<file path="src/rtl/uart_rx_frontend.sv">
// uart_rx_frontend: 8N1 UART receiver with mid-bit sampling, false-start
// rejection, framing-error and overrun reporting, and a one-entry
// valid/ready output buffer.
//
// state      | meaning
// -----------+-------------------------------------------------------
// ST_IDLE    | line idle, waiting for rxs to fall
// ST_START   | half-bit wait, then confirm start bit is still low
// ST_DATA    | sampling 8 data bits, LSB first, one per bit period
// ST_STOP    | sampling the stop bit
// ST_WAIT_HI | bad stop bit seen; wait for the line to return high

module uart_rx_frontend #(
  parameter int PRESCALER   = 200,
  parameter int SYNC_STAGES = 2
) (
  input  logic       CLK,
  input  logic       RST,
  input  logic       UART_RX,
  output logic [7:0] O_DATA,
  output logic       O_VALID,
  input  logic       I_READY,
  output logic       O_FRAME_ERR,
  output logic       O_OVERRUN,
  output logic       O_BUSY
);

  localparam int CW = (PRESCALER > 1) ? $clog2(PRESCALER) : 1;
  localparam logic [CW-1:0] FULL_LD = CW'(PRESCALER - 1);
  localparam logic [CW-1:0] HALF_LD = CW'(PRESCALER / 2 - 1);

  typedef enum logic [2:0] {
    ST_IDLE    = 3'd0,
    ST_START   = 3'd1,
    ST_DATA    = 3'd2,
    ST_STOP    = 3'd3,
    ST_WAIT_HI = 3'd4
  } state_t;

  state_t                 state;
  logic [SYNC_STAGES-1:0] sync_q;
  logic                   rxs;
  logic [CW-1:0]          cnt;
  logic [2:0]             bit_idx;
  logic [7:0]             shreg;
  logic                   tick;
  logic                   good_stop;

  assign rxs       = sync_q[SYNC_STAGES-1];
  assign tick      = (cnt == '0);
  assign good_stop = (state == ST_STOP) && tick && rxs;

  // Synchronise the asynchronous line; reset to the idle (high) level.
  always_ff @(posedge CLK) begin
    if (!RST) begin
      sync_q <= '1;
    end else begin
      sync_q <= {sync_q[SYNC_STAGES-2:0], UART_RX};
    end
  end

  // Receive FSM, shift register and one-entry output buffer.
  always_ff @(posedge CLK) begin
    if (!RST) begin
      state       <= ST_IDLE;
      cnt         <= '0;
      bit_idx     <= '0;
      shreg       <= '0;
      O_DATA      <= '0;
      O_VALID     <= 1'b0;
      O_FRAME_ERR <= 1'b0;
      O_OVERRUN   <= 1'b0;
      O_BUSY      <= 1'b0;
    end else begin
      O_FRAME_ERR <= 1'b0;
      O_OVERRUN   <= 1'b0;

      case (state)
        ST_IDLE: begin
          if (!rxs) begin
            cnt    <= HALF_LD;
            state  <= ST_START;
            O_BUSY <= 1'b1;
          end
        end
        ST_START: begin
          if (tick) begin
            if (rxs) begin
              state  <= ST_IDLE;
              O_BUSY <= 1'b0;
            end else begin
              cnt     <= FULL_LD;
              bit_idx <= '0;
              state   <= ST_DATA;
            end
          end else begin
            cnt <= cnt - 1'b1;
          end
        end
        ST_DATA: begin
          if (tick) begin
            shreg   <= {rxs, shreg[7:1]};
            bit_idx <= bit_idx + 3'd1;
            cnt     <= FULL_LD;
            if (bit_idx == 3'd7) begin
              state <= ST_STOP;
            end
          end else begin
            cnt <= cnt - 1'b1;
          end
        end
        ST_STOP: begin
          if (tick) begin
            if (rxs) begin
              state  <= ST_IDLE;
              O_BUSY <= 1'b0;
            end else begin
              O_FRAME_ERR <= 1'b1;
              state       <= ST_WAIT_HI;
            end
          end else begin
            cnt <= cnt - 1'b1;
          end
        end
        ST_WAIT_HI: begin
          if (rxs) begin
            state  <= ST_IDLE;
            O_BUSY <= 1'b0;
          end
        end
        default: begin
          state  <= ST_IDLE;
          O_BUSY <= 1'b0;
        end
      endcase

      // A completing frame may reuse the slot being handed off this cycle.
      if (good_stop) begin
        if (!O_VALID || I_READY) begin
          O_DATA  <= shreg;
          O_VALID <= 1'b1;
        end else begin
          O_OVERRUN <= 1'b1;
        end
      end else if (O_VALID && I_READY) begin
        O_VALID <= 1'b0;
      end
    end
  end

endmodule

</file>
<file path="config.mk">
export PLATFORM = sky130hd
export DESIGN_NAME = uart_rx_frontend
export DESIGN_NICKNAME = d
export VERILOG_FILES = /design/src/rtl/uart_rx_frontend.sv
export SDC_FILE = /design/constraint.sdc
export NUM_CORES = 1
export LEC_CHECK = 0
export ABC_AREA = 1
export BUFFER_PORTS_ARGS = -buffer_cell sky130_fd_sc_hd__buf_2
export CAP_MARGIN = 20
export CELL_PAD_IN_SITES_DETAIL_PLACEMENT = 1
export CELL_PAD_IN_SITES_GLOBAL_PLACEMENT = 2
export CORE_MARGIN = 2
export CORE_UTILIZATION = 30
export CTS_CLUSTER_DIAMETER = 150
export DETAILED_ROUTE_END_ITERATION = 7
export PLACE_DENSITY = 0.82
export SLEW_MARGIN = 20
export SYNTH_ARGS = -nofsm -noshare
export SYNTH_HDL_FRONTEND = slang
export SYNTH_SLANG_ARGS = --single-unit
export TNS_END_PERCENT = 30
</file>
<file path="constraint.sdc">
create_clock -name CLK -period 1.3 [get_ports CLK]
set_clock_uncertainty 0.05 [all_clocks]
set_input_delay 0.065 -clock CLK [delete_from_list [all_inputs] [get_ports CLK]]
set_output_delay 0.065 -clock CLK [all_outputs]
set_load 0.01 [all_outputs]
</file>
==> impl_results.md <==
- Status: finished, violations left
- Failing checks: setup timing
- Crit-path max FO: 7
- Post-Synthesis Cells: 249
- Filler cell count: 753
- Placer Congestion: 0.759
- Synth Area per Inst: 7.15 µm²
- Syn_nets: 256
- DRT Pass-1 Iters: 4
- Sequential power share: 26.1%
- Met1 wire length: 2370 µm
- CTS clk-pin slew, worst paths: 80 ps
- Cell internal pwr: 3280 µW
- Synthesized cell area: 1780 µm²
- CTS Buf Count: 5
- CTS Sinks: 36
- Antenna-violating nets left: 0
- WP data required: 1480 ps
- Max Cap Violations: 0
- Post-route DRC violation count: 0
- IO Port Bufs: 15
- CTS Root Cell: clkbuf_8
- Footprint of the multi-input gates: 1010 µm²
- Largest net degree at the start of global routing: 19
- Routed WL: 4810 µm
- Startpoint class of the critical path: flop
- Pleak: 0.00120 µW
- Share of cells above drive strength 1: 43.2%
- Pwr/cell area: 2340 nW/µm²
- RSZ-0062 raised after global routing: yes
- Sw power: 2550 µW
- Clk network pwr share: 14.0%
- Max Slew Vio Count: 0
- Power, Total: 5830 µW
- CTS tree: built
- Sequential cell area: 727 µm²
- Final worst slack: -145 ps
- Ys Warns: 0
- First-pass GRT wire length: 7790 µm
- Max-slew headroom: 78.3%
- Initial antenna violation count: 0
- GRT Total Usage: 15.8%
- Hold Path Class: in -> reg
- Via count: 1,717
- Slowest CP cell: dfxtp_2
- Number of global-route vias before repair: 1,624
- Fmax: 692 MHz
- WP data arrival: 1630 ps
- Final setup violation count: 33
- Via density: 4.46
- Die W: 81.0 µm
- Die area: 6560 µm²
- Largest stage delay, worst path: 330 ps
- CP Capture Type: flop
- Post-synthesis sequential area ratio: 40.5%
- IO Pins: 16
- Die Y-Extent: 81.0 µm
- Worst-margin pin slew: 324 ps
- Combinational share of power: 59.9%
- Nets: 316
- Met2 routed WL: 2270 µm
- Crit Path Category: reg -> reg
- Inst Count DP: 367
- Crit-path cells: nor2_1, nand2_2, nor2_8, inv_4, nor2_4, buf_6, o21ai_0, a21oi_1
- Maximum clock path buffer count: 2
- Hpwl dp: 3560 µm
- Crit path time final: 1450 ps
- VDD IR-drop max: 1.07 mV
- Synth cell types: 27
- # diodes: 0
- Initial drt markers: 25
- Row count: 28
- Met3 WL: 109 µm
- H-tree depth: 2
- Max layer used: met4
- Area grow syn2layout: 39.7%
- Core area: 5820 µm²
- Remaining Overflow, GRT: 0
- Post-DR wirelength/cell: 12.5 µm
- Switching portion of total power: 43.8%
- Hold Vio Cnt, Final: 0
- Worst skew pair latency: 290 ps
- Initial Util: 30.6%
- Final std cells w/o fill: 385
- Tcrit/Tclk final: 111%
- Synth Register Bits: 36
==> power by group through the flow <==
stage	Combinational, µW	Clock, µW	Sequential, µW
floorplan	1930	0	1510
global placement	3090	0	1520
detailed placement	3140	0	1520
CTS	3380	840	1520
global route	3890	881	1560
finish	3490	818	1520
==> worst max-delay path: cells and delay by family (launching register included) <==
family / cells / cell delay, ps
compound gates: 2 / 200
flops: 1 / 330
simple gates: 4 / 610
buf+inv: 2 / 200
==> layout by cell type (no fill, tap or decap), drive strengths merged <==
master,count
buf,57
clkbuf,5
nand4,1
or2,2
nand2,71
o21ai,15
nor3,2
dlygate4sd3,1
nor2,46
dfxtp,36
ha,3
clkinv,5
xor2,1
nand3,13
a21oi,22
inv,30
==> cell usage after synthesis <==
| cell type | count | area share, % |
|---|---|---|
| nor3_1 | 2 | 0.56 |
| o21ai_0 | 14 | 3.9 |
| nor2_4 | 4 | 2.5 |
| ha_1 | 3 | 2.1 |
| clkinv_1 | 1 | 0.21 |
| dfxtp_1 | 36 | 41 |
| nand4_4 | 1 | 1.2 |
| inv_4 | 1 | 0.35 |
| nand2_2 | 5 | 1.8 |
| inv_1 | 25 | 5.3 |
| clkinv_4 | 1 | 0.49 |
| buf_6 | 1 | 0.63 |
| nor2_1 | 37 | 7.8 |
| or2_2 | 2 | 0.70 |
| nor2_8 | 1 | 1.1 |
| inv_2 | 4 | 0.84 |
| nand3_1 | 12 | 3.4 |
| nor2_2 | 4 | 1.4 |
| xor2_1 | 1 | 0.49 |
| buf_2 | 2 | 0.56 |
| nand2_4 | 2 | 1.3 |
| buf_1 | 2 | 0.42 |
| nand2_1 | 64 | 14 |
| a21oi_1 | 13 | 3.7 |
| nand3_2 | 1 | 0.56 |
| o21ai_1 | 1 | 0.28 |
| a21oi_2 | 9 | 4.4 |
==> through the flow <==
stage          util [%]  area, µm²  TNS [ps]  setup slack [ps]  hold slack, ps
6_report           42.7       2490     -2930              -145            98.6
5_1_grt            42.7       2490     -6110              -234             137
4_1_cts            41.6       2420     -2820              -133             104
3_5_place_dp       37.7       2190     -2980              -154             207
3_3_place_gp       37.7       2190     -2570              -131             204
2_1_floorplan         -       1790         0              3.35             122
==> cell type report <==
class | count | share of cell area, %
Multi-Input combinational cell | 176 | 40.7
Sequential cell | 36 | 29.2
Timing Repair Buffer | 58 | 17.5
Inverter | 32 | 5.23
Tap cell | 75 | 3.77
Clock buffer | 5 | 2.77
Clock inverter | 3 | 0.755
==> state kept, by name (all words and copies together) (netlist names) <==
register	flops
O_FRAME_ERR	1
O_OVERRUN	1
state	3
cnt	8
O_DATA	8
O_VALID	1
sync_q	2
shreg	8
O_BUSY	1
bit_idx	3
==> final timing paths <==
kind	from	end	slack [ps]	depth (start not counted)
max	cnt[4]$_SDFFE_PN0P_	bit_idx[0]$_SDFFE_PN0P_	-150	8
min	I_READY	O_VALID$_SDFFE_PN0P_	100	4
max reg2reg	cnt[4]$_SDFFE_PN0P_	bit_idx[0]$_SDFFE_PN0P_	-150	8
min reg2reg	sync_q[0]$_SDFF_PN1_	sync_q[1]$_SDFF_PN1_	370	1
==> metal layers <==
metal / GRT usage (%) / up-vias
met5: 0 / -
met4: 5.42 / 0
met3: 3.00 / 6
met2: 26.6 / 12
met1: 20.2 / 800
li1: - / 899
==> cell families after synthesis <==
group           share of synthesized area, %
fa+ha+maj                               2.11
simple gates                            35.8
compound gates                          12.3
buf+inv                                 8.79
flops                                   40.5
xor+xnor                               0.492
==> timing repair <==
| item | 4_1_cts | 5_1_grt |
|---|---|---|
| gates resized for setup | 37 | 17 |
| setup buffers | 7 | 2 |
| cloned | 0 | 0 |
| setup endpoints to repair | 31 | 33 |
| pin swaps | 6 | 6 |
| hold buffers | 1 | 0 |
| hold endpoints to repair | 1 | 0 |
Note: power is estimated with default switching activity, not from simulation.
